File: src/rtl/booth_pkg.sv
// Shared state encodings and count-width helper for the sequential Booth multiplier.
package booth_pkg;

  localparam logic [1:0] ST_IDLE = 2'd0;
  localparam logic [1:0] ST_RUN  = 2'd1;
  localparam logic [1:0] ST_DONE = 2'd2;

  // The counter must hold the value WIDTH itself, hence WIDTH+1 codes.
  function automatic int booth_cnt_w(input int width);
    return $clog2(width + 1);
  endfunction

  localparam int BOOTH_DEF_WIDTH = 8;
  localparam int BOOTH_CNT_W     = booth_cnt_w(BOOTH_DEF_WIDTH);

endpackage

File: src/rtl/booth_addsub.sv
// Combinational add/subtract for the Booth partial-product accumulator.
module booth_addsub #(
  parameter int W = 9
) (
  input  logic [W-1:0] i_a,
  input  logic [W-1:0] i_b,
  input  logic         i_sub,
  output logic [W-1:0] o_y
);

  assign o_y = i_sub ? (i_a - i_b) : (i_a + i_b);

endmodule

File: src/rtl/booth_seq_ctrl.sv
// Radix-2 sequential Booth multiplier, one recoding step per clock.
// Optional build macro BOOTH_ZERO_SKIP_EN: zero operands finish in DONE without running.
//
// state | meaning
// IDLE  | waiting for start; operands captured on the accepting edge
// RUN   | one add/sub + arithmetic shift per edge, WIDTH edges total
// DONE  | product valid, single-cycle done pulse, then back to IDLE
module booth_seq_ctrl
  import booth_pkg::*;
#(
  parameter int WIDTH = 8
) (
  input  logic                 clk,
  input  logic                 rst,
  input  logic                 start,
  input  logic [WIDTH-1:0]     multiplicand,
  input  logic [WIDTH-1:0]     multiplier,
  output logic                 busy,
  output logic                 done,
  output logic [2*WIDTH-1:0]   product
);

  localparam int CW = booth_cnt_w(WIDTH);
  localparam logic [CW-1:0] CNT_LOAD = CW'(WIDTH);
  localparam logic [CW-1:0] CNT_ONE  = CW'(1);

  logic [1:0]         r_state;
  logic [WIDTH:0]     r_a;
  logic [WIDTH:0]     r_m;
  logic [WIDTH-1:0]   r_q;
  logic               r_q_1;
  logic [CW-1:0]      r_count;
  logic [2*WIDTH-1:0] r_product;

  logic               w_sub;
  logic               w_op;
  logic               w_zero;
  logic [WIDTH:0]     w_sum;
  logic [WIDTH:0]     w_a_pre;
  logic [WIDTH:0]     w_a_sh;
  logic [WIDTH-1:0]   w_q_sh;

  // 10 -> subtract M, 01 -> add M, 00/11 -> keep A
  assign w_sub = r_q[0] & ~r_q_1;
  assign w_op  = r_q[0] ^ r_q_1;

  booth_addsub #(
    .W (WIDTH + 1)
  ) u_addsub (
    .i_a   (r_a),
    .i_b   (r_m),
    .i_sub (w_sub),
    .o_y   (w_sum)
  );

  assign w_a_pre = w_op ? w_sum : r_a;
  assign w_a_sh  = {w_a_pre[WIDTH], w_a_pre[WIDTH:1]};
  assign w_q_sh  = {w_a_pre[0], r_q[WIDTH-1:1]};

`ifdef BOOTH_ZERO_SKIP_EN
  assign w_zero = (multiplicand == '0) || (multiplier == '0);
`else
  assign w_zero = 1'b0;
`endif

  always_ff @(posedge clk) begin
    if (rst) begin
      r_state   <= ST_IDLE;
      r_a       <= '0;
      r_m       <= '0;
      r_q       <= '0;
      r_q_1     <= 1'b0;
      r_count   <= '0;
      r_product <= '0;
    end else begin
      case (r_state)
        ST_IDLE: begin
          if (start) begin
            r_a     <= '0;
            r_q     <= multiplier;
            r_q_1   <= 1'b0;
            r_m     <= {multiplicand[WIDTH-1], multiplicand};
            r_count <= CNT_LOAD;
            if (w_zero) begin
              r_product <= '0;
              r_state   <= ST_DONE;
            end else begin
              r_state   <= ST_RUN;
            end
          end
        end
        ST_RUN: begin
          r_a     <= w_a_sh;
          r_q     <= w_q_sh;
          r_q_1   <= r_q[0];
          r_count <= r_count - CNT_ONE;
          if (r_count == CNT_ONE) begin
            r_product <= {w_a_sh[WIDTH-1:0], w_q_sh};
            r_state   <= ST_DONE;
          end
        end
        ST_DONE: r_state <= ST_IDLE;
        default: r_state <= ST_IDLE;
      endcase
    end
  end

  assign busy    = (r_state == ST_RUN);
  assign done    = (r_state == ST_DONE);
  assign product = r_product;

endmodule
File: config.mk
export PLATFORM = sky130hd
export DESIGN_NAME = booth_seq_ctrl
export DESIGN_NICKNAME = d
export VERILOG_FILES = /design/src/rtl/booth_pkg.sv /design/src/rtl/booth_addsub.sv /design/src/rtl/booth_seq_ctrl.sv
export SDC_FILE = /design/constraint.sdc
export NUM_CORES = 1
export LEC_CHECK = 0
export BUFFER_PORTS_ARGS = -buffer_cell sky130_fd_sc_hd__buf_2
export CORE_UTILIZATION = 40
export DETAILED_ROUTE_END_ITERATION = 7
export GPL_TIMING_DRIVEN = 0
export SYNTH_ARGS = -nofsm -noshare
export SYNTH_HDL_FRONTEND = slang
export SYNTH_HIERARCHICAL = 1
export SYNTH_SLANG_ARGS = --single-unit
export TNS_END_PERCENT = 5
File: constraint.sdc
create_clock -name clk -period 5.2 [get_ports clk]
set_input_delay 0.26 -clock clk [delete_from_list [all_inputs] [get_ports clk]]
set_output_delay 0.26 -clock clk [all_outputs]
set_load 0.01 [all_outputs]
After elaboration in Yosys (flattened, before gate mapping)
Cells that the tools add are included.
{"block": "totals", "regBits": 48, "input_bits": 19}
{"block": "op_classes", "reduce_logical": 6, "bitwise_logic": 3, "eq_ne": 5, "mux": 13, "addsub": 3}
{"cell": "9-bit 2-to-1 mux", "n": 3}
{"cell": "9-bit case mux with 2 select lines", "n": 1}
{"cell": "8-bit case mux with 2 select lines", "n": 1}
{"cell": "9-bit adder", "n": 1}
{"cell": "9-bit subtractor", "n": 1}
{"cell": "8-bit 2-to-1 mux", "n": 1}
{"cell": "4-bit case mux with 2 select lines", "n": 1}
{"cell": "2-bit AND reduction", "n": 4}
{"cell": "4-bit by 1-bit == test with 1-bit output, second input constant", "n": 1}
{"cell": "2-bit 2-to-1 mux", "n": 2}
{"cell": "4-bit 2-to-1 mux", "n": 1}
{"cell": "2-bit case mux with 2 select lines", "n": 1}
{"cell": "4-bit by 1-bit subtractor with 4-bit output, second input constant", "n": 1}
{"cell": "2-bit by 1-bit == test with 1-bit output, second input constant", "n": 1}
{"cell": "2-bit == test, second input constant", "n": 1}
{"cell": "2-bit zero test", "n": 1}
{"cell": "2-bit by 1-bit inequality test with 1-bit output, second input constant", "n": 1}
{"cell": "2-bit inequality test, second input constant", "n": 1}
{"cell": "1-bit case mux with 2 select lines", "n": 1}
{"cell": "2-bit nonzero test", "n": 1}
{"cell": "1-bit AND", "n": 1}
{"cell": "1-bit 2-to-1 mux", "n": 1}
{"cell": "1-bit NOT", "n": 1}
{"cell": "1-bit bitwise XOR", "n": 1}

Longest topological paths before layout
Gate-level depths: netlist of the first run.
{"block": "depth", "word_depth": 5, "depth_mapped": 14}

By module
The synthesis of the first run kept the hierarchy.
{"mod": "booth_seq_ctrl", "cells_each": 209, "area_per_inst_um2": 1944.4, "n_inst": 1}
{"mod": "booth_addsub", "cells_each": 69, "area_per_inst_um2": 523.0, "n_inst": 1}

Least setup slack after synthesis of the first run
Ideal clock, no wire load.
{"block": "synth_path", "kind": "reg-to-reg", "from": "register r_q[0]", "to": "register r_a[7]", "slack_ns": 2.574, "arrival_time_ns": 2.493, "path_stages_with_launch": 13, "cell_sequence": "dfxtp_1 ha_1 clkbuf_1 mux2_2 fa_1 nor2b_4 o31a_1 nand2b_4 a31oi_4 xnor2_1 nor2b_1 a32oi_1 a21oi_1"}
{"block": "synth_between", "elab_chain_len": 4, "elab_cells_between_ends": 5, "cone_classes": "mux (3); bitwise (2)"}
{"item": "start, declared", "line_no": "booth_seq_ctrl.sv:30", "text": "logic [WIDTH-1:0] r_q;"}
{"item": "start signal, assigned", "line_no": "booth_seq_ctrl.sv:80", "text": "r_q <= multiplier;"}
{"item": "start signal, assigned", "line_no": "booth_seq_ctrl.sv:94", "text": "r_q <= w_q_sh;"}
{"item": "1-bit AND", "line_no": "booth_seq_ctrl.sv:44", "text": "assign w_sub = r_q[0] & ~r_q_1;"}
{"item": "net w_sub", "line_no": "booth_seq_ctrl.sv:35", "text": "logic w_sub;"}
{"item": "9-bit 2-to-1 mux", "line_no": "booth_addsub.sv:11", "text": "assign o_y = i_sub ? (i_a - i_b) : (i_a + i_b);"}
{"item": "net w_sum[8]", "line_no": "booth_seq_ctrl.sv:38", "text": "logic [WIDTH:0] w_sum;"}
{"item": "9-bit 2-to-1 mux", "line_no": "booth_seq_ctrl.sv:56", "text": "assign w_a_pre = w_op ? w_sum : r_a;"}
{"item": "9-bit case mux with 2 select lines", "line_no": "booth_seq_ctrl.sv:76", "text": "case (r_state)"}
{"item": "end signal, assigned", "line_no": "booth_seq_ctrl.sv:93", "text": "r_a <= w_a_sh;"}
{"item": "end, declared", "line_no": "booth_seq_ctrl.sv:28", "text": "logic [WIDTH:0] r_a;"}
The timed path passes the listed nets, and every way through them passes these cells.
A chain may end at the register's enable or synchronous reset.

Final worst setup path of the first run
{"block": "layout_path", "from": "register r_q[0]", "to": "register r_product[14] (netlist: product[14])"}
{"block": "layout_between", "elab_chain_len": 3, "elab_cells_between_ends": 4, "cone_classes": "mux (2); bitwise (2)"}
{"item": "1-bit AND", "line_no": "booth_seq_ctrl.sv:44"}
{"item": "net w_sub", "line_no": "booth_seq_ctrl.sv:35"}
{"item": "9-bit 2-to-1 mux", "line_no": "booth_addsub.sv:11"}
{"item": "net w_sum[7]", "line_no": "booth_seq_ctrl.sv:38"}
{"item": "9-bit 2-to-1 mux", "line_no": "booth_seq_ctrl.sv:56"}
{"item": "end signal, assigned", "line_no": "booth_seq_ctrl.sv:98", "text": "r_product <= {w_a_sh[WIDTH-1:0], w_q_sh};"}
{"item": "end, declared", "line_no": "booth_seq_ctrl.sv:33", "text": "logic [2*WIDTH-1:0] r_product;"}
The timed path passes the listed nets, and every way through them passes these cells.

==> impl_metrics.tcl, run 1 <==
set metrics [dict create \
    status "completed" \
    ys_types 50 \
    drtPass1Iterations 4 \
    combinationalPowerShare 0.268 \
    grt_use_met3 0.0375 \
    drt_wl_total_mm 5.52 \
    dp_cells 388 \
    ir_worst_vdd_mv 0.147 \
    fin_total_pwr_mw 0.993 \
    wl_per_cell_um 13.9 \
    yosysSeqAreaShare 0.381 \
    fp.dieW_um 80.5 \
    rsz0062_at_grt "false" \
    fp.dieH_um 80.5 \
    final.setup_skew_ns 0.00591 \
    drv_slew 0 \
    htreeDepth 2 \
    drtIter0Drc 63 \
    maxCapViolCount 0 \
    p_seq_frac 0.402 \
    ys_ff_latch 47 \
    synth.area.top_cells "dfxtp_1 38%, a21oi_1 6.3%, ha_1 6.1%" \
    yosys_warnings 6 \
    endpoint_kind "flop" \
    use_met1 0.247 \
    cts_buffer_depth 2 \
    fin_cells 396 \
    worst_slew_pin_slew_ns 0.490 \
    clock_latency_ns 0.30 \
    holdWs_ns 0.190 \
    post_cts_hold_buffer_count 0 \
    timing.final.crit_period_ns 2.90 \
    gr-total-overflow 0 \
    cp-start-kind "flop" \
    viasPerCell 5.20 \
    hold_path.class "input pin to flop" \
    cts-root-buf "clkbuf_8" \
    busiest_layer "met2" \
    synth_nets 310 \
    synth_cells 278 \
    powerDensity_mw_per_mm2 345 \
    leakage_nw 1.19 \
    switchingPower_mw 0.290 \
    dominantRegCellSynth "dfxtp_1" \
    io_pins 37 \
    die_area_mm2 0.00649 \
    setup_tns_ns 0 \
    clkPwrFrac 0.330 \
    antenna_left 0 \
    port_buffers 35 \
    clk_pin_slew_ns 0.10 \
    track_usage 0.179 \
    maxSlewHeadroom 0.673 \
    synth_top_area_share 0.381 \
    cts.repair.resized 0 \
    grt_pass1_wl_mm 8.92 \
    setup_viol 0 \
    synthToLayoutAreaGrowth_pct 16.6 \
    grt_max_degree 17 \
    vias 2059 \
    met2_usage 0.286 \
    clock-sinks 47 \
    row_count 28 \
    final_nets 352 \
    initial_core_util 0.417 \
    core_mm2 0.00592 \
    internal-power_mw 0.703 \
    cts_setup_buffers 0 \
    crit_type "flop to flop" \
    cp.arrival_ns 3.10 \
    cts_buffers 5 \
    finalHoldViolCount 0 \
    synth.cell_area_mm2 0.00247 \
    drive_gt1_frac 0.227 \
    cts_tree "yes" \
    crit_fanout 8 \
    required_ns 5.40 \
    diodes 0 \
    grt_antenna_before_repair 0 \
    timing.fmax_mhz 345 \
    drcViolationCount 0 \
    synth_area_per_cell_um2 8.88 \
    grt_pass1_vias 1838 \
    post-route-period-util 0.558 \
    place.gp.congestion 0.786 \
    swShare 0.292 \
    synth_edf_count 0 \
    async_flop_share 0 \
    hpwl_mm 4.11 \
    yosysTopAreaCell "dfxtp_1" \
]
-- cell type report --
| class | count | area, µm² |
|---|---|---|
| Buffer | 18 | 95.1 |
| Clock buffer | 5 | 68.8 |
| Clock inverter | 3 | 71.3 |
| Fill cell | 588 | 3040 |
| Inverter | 13 | 53.8 |
| Multi-Input combinational cell | 200 | 1380 |
| Sequential cell | 47 | 941 |
| Tap cell | 75 | 93.8 |
| Timing Repair Buffer | 35 | 175 |
-- Yosys cell counts (2+ instances only) --
library cell and count:
dfxtp_1 47, a21oi_1 31, nand2_1 26, nor2_1 18
a22o_1 12, ha_1 12, inv_1 12, nor3_1 12
clkbuf_1 11, xnor2_1 11, nand2b_1 9, nand3_1 9
mux2_2 8, or3b_2 8, nor2b_1 4, o21ai_0 4
buf_2 3, o21a_1 3, a211oi_1 2, a22o_2 2
buf_1 2, o2bb2ai_1 2, o31a_1 2, xor2_1 2
-- flip-flops by register name (all words and copies together) (netlist names) --
signal,count
r_m,8
r_a,8
r_count,4
r_q,8
product,16
r_state,2
r_q_1,1
-- stage by stage --
step	worst slack, ns	area [µm²]	util
final	2.30	2880	0.486
after global routing	2.01	2880	0.486
after global placement	2.31	2740	0.462
after CTS	2.27	2880	0.486
after floorplan	2.57	2470	-
after detailed placement	2.30	2740	0.462
-- per-layer routing --
metal / part of all wire / vias to the layer above
li1: - / 1052
met1: 0.52 / 968
met2: 0.45 / 35
met3: 0.025 / 4
met4: 0.0053 / 0
met5: 0 / -
-- worst max-delay path, stage by stage, from the launching register on --
cell,delay [ns]
dfxtp_1,0.39
ha_1,0.16
clkbuf_1,0.26
mux2_2,0.42
inv_1,0.07
ha_1,0.21
nor2b_1,0.14
o31a_1,0.26
o21ai_1,0.16
a21boi_1,0.11
xor2_1,0.17
mux2_2,0.29
a22o_1,0.18
-- cells in the final DEF, fill, tap and decap left out, drive strengths merged, types with 5 or more instances in the layout --
cell type	n
clkbuf	16
nand3	9
inv	13
or3b	9
ha	12
a22o	14
nand2	26
nor3	12
o21ai	5
nand2b	10
nor2b	5
dfxtp	47
buf	42
a21oi	31
xnor2	11
nor2	18
mux2	8
-- cells by family (layout without fill, tap and decap cells) --
logic type,Yosys count,after routing,share of synthesized area
adders and majority gates,13,13,0.0690
muxes,9,9,0.0406
xor gates and xnor gates,13,13,0.0461
DFF,47,47,0.381
and+or+nand+nor,96,96,0.210
AOI/OAI and AO/OA,69,69,0.193
buffers and inverters,31,74,0.0603
-- power groups by stage --
stage	Clock (mW)	Combinational, mW	Sequential [mW]
6_report	0.328	0.266	0.399
5_1_grt	0.349	0.299	0.402
4_1_cts	0.334	0.268	0.399
3_5_place_dp	0	0.265	0.407
3_3_place_gp	0	0.262	0.407
2_1_floorplan	0	0.213	0.402
-- final timing paths --
kind	from	to	slack, ns	cells past startpoint
worst max register to register	r_q[0]	product[14]	2.30	12
worst min register to register	r_q_1	r_q_1	0.47	2
worst max-delay path	r_q[0]	product[14]	2.30	12
worst min-delay path	multiplicand[5]	r_m[5]	0.19	3
Power figures use the tool's default switching activity.
==> run 2, diff against run 1 <==
==> constraint.sdc (replaced) <==
create_clock -name clk -period 2.85 [get_ports clk]
set_input_delay 0.1425 -clock clk [delete_from_list [all_inputs] [get_ports clk]]
set_output_delay 0.1425 -clock clk [all_outputs]
set_load 0.01 [all_outputs]
==> run 2 against run 1 <==
Critical path depth unchanged. Die area unchanged. Sequential power increased by 83%. Non-clock buffer count decreased by 1. Combinational power increased by 86%. Utilization increased by 0.44 points. Worst hold slack got worse by 0.12 ns. Critical path type unchanged. Highest routed layer unchanged.
==> impl_metrics.tcl, run 2 (synthesis gave the netlist of run 1 again) <==
set metrics [dict create \
    status "completed" \
    viasPerCell 5.23 \
    post-route-period-util 0.937 \
    hpwl_mm 4.11 \
    maxSlewHeadroom 0.655 \
    antenna_left 0 \
    layout_common_cells "44 x dfxtp_1, 38 x buf_2, 31 x a21oi_1" \
    cts-root-buf "clkbuf_8" \
    clock_latency_ns 0.30 \
    maxCapViolCount 0 \
    setup_viol 0 \
    ir_worst_vdd_mv 0.269 \
    cp.arrival_ns 2.87 \
    fin_cells 395 \
    final_common_cell "dfxtp_1" \
    hold_path.class "input pin to flop" \
    fp.dieH_um 80.5 \
    worst_slew_pin_slew_ns 0.517 \
    grt_max_degree 17 \
    cts_buffer_depth 2 \
    drcViolationCount 0 \
    largest_reg_flops 16 \
    required_ns 3.05 \
    cpMaxStageDelayCell "dfxtp_4" \
    r2r_start "r_m[0]" \
    port_buffers 35 \
    cts_buffers 5 \
    drt_wl_total_mm 5.53 \
    synthToLayoutAreaGrowth_pct 17.6 \
    placed_area_mm2 0.00274 \
    die_area_mm2 0.00649 \
    final_nets 351 \
    holdWs_ns 0.0653 \
    clk_pin_slew_ns 0.10 \
    grt_pass1_wl_mm 8.91 \
    worstRegToRegCells 12 \
    crit_type "flop to flop" \
    initial_core_util 0.417 \
    finalHoldViolCount 0 \
    final_core_util 0.490 \
    cp_num_cells 12 \
    timing.final.crit_period_ns 2.67 \
    vias 2065 \
    grt_pass1_vias 1827 \
    clock-sinks 47 \
    fp.dieW_um 80.5 \
    final.setup_skew_ns 0.00689 \
    drv_slew 0 \
    reg2reg_slack_ns 0.18 \
    r2r-end "product[14]" \
    drive_gt1_frac 0.253 \
    endpoint "product[14]" \
    path_delay_family "compound AO/OA/AOI/OAI gates" \
    grt_antenna_before_repair 0 \
    final_cell_area_mm2 0.00290 \
    drtIter0Drc 58 \
    io_pins 37 \
    track_usage 0.178 \
    endpoint_kind "flop" \
    timing.fmax_mhz 375 \
    gr-total-overflow 0 \
    setup.worst_path.start "r_m[0]" \
    place.gp.congestion 0.786 \
    path_buf_inv 2 \
    cp-start-kind "flop" \
    row_count 28 \
    powerDensity_mw_per_mm2 629 \
    wl_per_cell_um 14.0 \
    slowest_delay_ns 0.38 \
    crit_chain "inv_1, ha_1, mux2_2, inv_1, ha_1, nor2b_1, o31a_1, o21ai_2, a21boi_1, xor2_1, mux2_2, a22o_1" \
    cts_tree "yes" \
    htreeDepth 2 \
    leakage_nw 1.20 \
    crit_fanout 4 \
    fin_total_pwr_mw 1.83 \
    diodes 0 \
    dp_cells 388 \
    drtPass1Iterations 4 \
    core_mm2 0.00592 \
]
==> run 2: changes by cell type in the layout (fill, tap and decap cells not counted) <==
cell	previous run	this run
nor2b_2	0	1
dfxtp_2	0	2
ha_4	0	1
clkbuf_1	11	10
fa_2	0	1
o21ai_2	0	1
nor2_1	18	17
dfxtp_4	0	1
nor2_2	0	1
dfxtp_1	47	44
fa_1	1	0
nor2b_1	4	3
o21ai_1	1	0
ha_1	12	11
==> run 2: repair_timing <==
item,CTS,global route
setup endpoints to repair,7,8
hold buffers,0,0
setup buffers,0,0
pin swaps,0,1
resized for setup,0,10
==> run 2: worst register-to-register path, delay by kind of cell, from the launching register on <==
kind                     cells  cell delay (ns)
XOR/XNOR                     1             0.17
multiplexers                 2             0.59
flip-flops                   1             0.38
buffers and inverters        2             0.11
AO/OA/AOI/OAI                4             0.68
adder cells (fa/ha/maj)      2             0.50
AND/OR/NAND/NOR              1             0.14
==> run 2: cell type report <==
class,instances,area [µm²]
Clock inverter,3,71.3
Fill cell,587,3020
Multi-Input combinational cell,200,1400
Inverter,13,53.8
Clock buffer,5,68.8
Sequential cell,47,947
Buffer,17,91.3
Timing Repair Buffer,35,175
Tap cell,75,93.8
==> run 2: metrics by stage <==
step	TNS [ns]	worst slack [ns]
6_report	0	0.181
5_1_grt	-0.00419	-0.00419
4_1_cts	0	0.0298
3_5_place_dp	-0.193	-0.0532
3_3_place_gp	-0.153	-0.0449
2_1_floorplan	0	0.224
==> run 2: how the worst min path moves through the flow <==
stage                     from  depth (start not counted)      to  slack [ns]
2_1_floorplan  multiplicand[1]                          2  r_m[1]        0.28
3_3_place_gp   multiplicand[2]                          3  r_m[2]        0.39
3_5_place_dp   multiplicand[5]                          3  r_m[5]        0.39
4_1_cts        multiplicand[5]                          3  r_m[5]        0.07
5_1_grt        multiplicand[1]                          3  r_m[1]        0.07
6_report       multiplicand[1]                          3  r_m[1]        0.07
==> run 2: routing by layer <==
layer | global-route usage | vias up | share of wire
li1 | - | 1052 | -
met1 | 0.248 | 972 | 0.52
met2 | 0.283 | 39 | 0.44
met3 | 0.0375 | 2 | 0.026
met4 | 0.0321 | 0 | 0.0049
met5 | 0 | - | 0
==> run 2: power by group <==
group / switching [mW] / total [mW] / internal (mW)
logic: 0.255 / 0.495 / 0.240
registers: 0.0349 / 0.729 / 0.694
clock network: 0.244 / 0.601 / 0.356
total: 0.534 / 1.83 / 1.29
==> run 3, diff against run 2 <==
--- a/config.mk
+++ b/config.mk
@@ -6,9 +6,14 @@
 export NUM_CORES = 1
 export LEC_CHECK = 0
 export BUFFER_PORTS_ARGS = -buffer_cell sky130_fd_sc_hd__buf_2
+export CELL_PAD_IN_SITES_DETAIL_PLACEMENT = 0
+export CELL_PAD_IN_SITES_GLOBAL_PLACEMENT = 1
 export CORE_UTILIZATION = 40
 export DETAILED_ROUTE_END_ITERATION = 7
+export GPL_ROUTABILITY_DRIVEN = 0
 export GPL_TIMING_DRIVEN = 0
+export PLACE_DENSITY_LB_ADDON = 0.1
+export SLEW_MARGIN = 20
 export SYNTH_ARGS = -nofsm -noshare
 export SYNTH_HDL_FRONTEND = slang
 export SYNTH_HIERARCHICAL = 1
==> run 3 against run 2 <==
Clock power is 17% lower. Setup slack got worse by 0.035 ns. Via count is 1.7% lower. Critical endpoint unchanged. Final area stayed put.
==> impl_metrics.tcl, run 3 (synthesis gave the netlist of run 1 again) <==
set metrics [dict create \
    cp.arrival_ns 2.91 \
    grt_pass1_wl_mm 9.10 \
    hold_path.class "input pin to flop" \
    cpMaxStageDelayCell "dfxtp_1" \
    die_area_mm2 0.00649 \
    drive_gt1_frac 0.259 \
    initial_core_util 0.417 \
    place_ws_ns -0.0892 \
    rsz0062_at_grt "false" \
    finalHoldViolCount 0 \
    antenna_left 0 \
    setup_viol 0 \
    final_common_cell "dfxtp_1" \
    gr-total-overflow 0 \
    post-route-period-util 0.949 \
    drtPass1Iterations 4 \
    drt_wl_total_mm 5.77 \
    cts_buffer_depth 2 \
    ir_worst_vdd_mv 0.282 \
    slowest_delay_ns 0.43 \
    hpwl_mm 4.19 \
    grt_max_degree 17 \
    dp_cells 388 \
    required_ns 3.05 \
    leakage_nw 1.19 \
    final.setup_skew_ns 0.00721 \
    crit_type "flop to flop" \
    final_core_util 0.490 \
    maxSlewHeadroom 0.630 \
    grt_pass1_vias 1875 \
    fin_total_pwr_mw 1.75 \
    r2r_start "r_q[0]" \
    endpoint_kind "flop" \
    path_buf_inv 1 \
    fillCellCount 600 \
    crit_chain "ha_4, mux2_2, inv_1, ha_1, nor2b_1, o31a_1, o21ai_2, a21boi_1, xor2_1, mux2_2, a22o_1" \
    timing.final.crit_period_ns 2.70 \
    viasPerCell 5.12 \
    port_buffers 35 \
    largest_reg_flops 16 \
    io_pins 37 \
    clk_pin_slew_ns 0.10 \
    layout_common_cells "46 x dfxtp_1, 38 x buf_2, 31 x a21oi_1" \
    row_count 28 \
    cts_tree "yes" \
    hp-start "multiplicand[0]" \
    fp.dieH_um 80.5 \
    grt_antenna_before_repair 0 \
    clock_latency_ns 0.30 \
    worstRegToRegCells 11 \
    r2r-end "product[14]" \
    final_nets 352 \
    worst_slack_ns 0.145 \
    min_to "r_m[0]" \
    cts_buffers 5 \
    hold_depth 3 \
    cp-start-kind "flop" \
    fp.dieW_um 80.5 \
    wl_per_cell_um 14.6 \
    drtIter0Drc 82 \
    critPathMostFrequentCell "mux2_2" \
    path_delay_family "multiplexers" \
    crit_fanout 8 \
    core_mm2 0.00592 \
    fin_cells 396 \
    cts-root-buf "clkbuf_8" \
    synthToLayoutAreaGrowth_pct 17.6 \
    clock-sinks 47 \
    powerDensity_mw_per_mm2 604 \
    track_usage 0.185 \
    post_cts_hold_buffer_count 0 \
    worst_slew_pin_slew_ns 0.556 \
    drcViolationCount 0 \
    drv_slew 0 \
    status "completed" \
    diodes 0 \
    maxCapViolCount 0 \
    htreeDepth 2 \
    vias 2029 \
    reg2reg_slack_ns 0.15 \
    timing.fmax_mhz 370 \
]
[run 3: worst max-delay path by stage]
stage	from	endpoint	slack, ns	cells after the start
final	r_q[0]	product[14]	0.15	11
after detailed placement	r_q[0]	r_a[7]	-0.09	12
after global routing	r_m[0]	r_a[7]	0.004	13
after CTS	r_m[0]	r_a[7]	0.01	13
after global placement	r_q[0]	r_a[7]	-0.08	12
after floorplan	r_q[0]	r_a[7]	0.22	12
[run 3: layout make-up]
class	count	area, µm²	area share
multi-input cells	200	1420	0.491
flip-flops and latches	47	942	0.325
repair buffers	36	183	0.0629
well taps	75	93.8	0.0323
plain buffers	17	91.3	0.0315
clock buffers	5	68.8	0.0237
inverters	13	53.8	0.0185
clock inverters	3	46.3	0.0159
[run 3: report_power, final]
group / switching [mW] / internal, mW
logic: 0.272 / 0.252
clock network: 0.237 / 0.264
registers: 0.0337 / 0.694
[run 3: what timing repair did]
action | in CTS | in global routing
endpoints found under the setup margin | 8 | 8
pin swaps | 0 | 1
resized for setup | 1 | 9
buffers inserted | 0 | 1
endpoints found under the hold margin | 0 | 0
cloned | 0 | 0
[run 3: per-layer routing]
metal  global-route usage  up-vias  wire [µm]  part of all wire
li1                     -     1046          -                 -
met1                0.265      945       2960              0.51
met2                0.281       34       2570              0.45
met3               0.0330        4        198             0.034
met4               0.0482        0         42            0.0073
met5                    0        -          0                 0
[run 3: worst min-delay path: cells and delay by family]
family	cells	cell delay, ns
AO/OA/AOI/OAI	1	0.05
buffers and inverters	1	0.09
AND/OR/NAND/NOR	1	0.04
[run 3: through the flow]
stage / hold WS (ns) / cell area, µm² / setup TNS, ns
after global routing: 0.0687 / 2900 / 0
final: 0.0634 / 2900 / 0
after detailed placement: 0.388 / 2740 / -0.500
after global placement: 0.384 / 2740 / -0.430
after floorplan: 0.278 / 2470 / 0
after CTS: 0.0614 / 2850 / 0
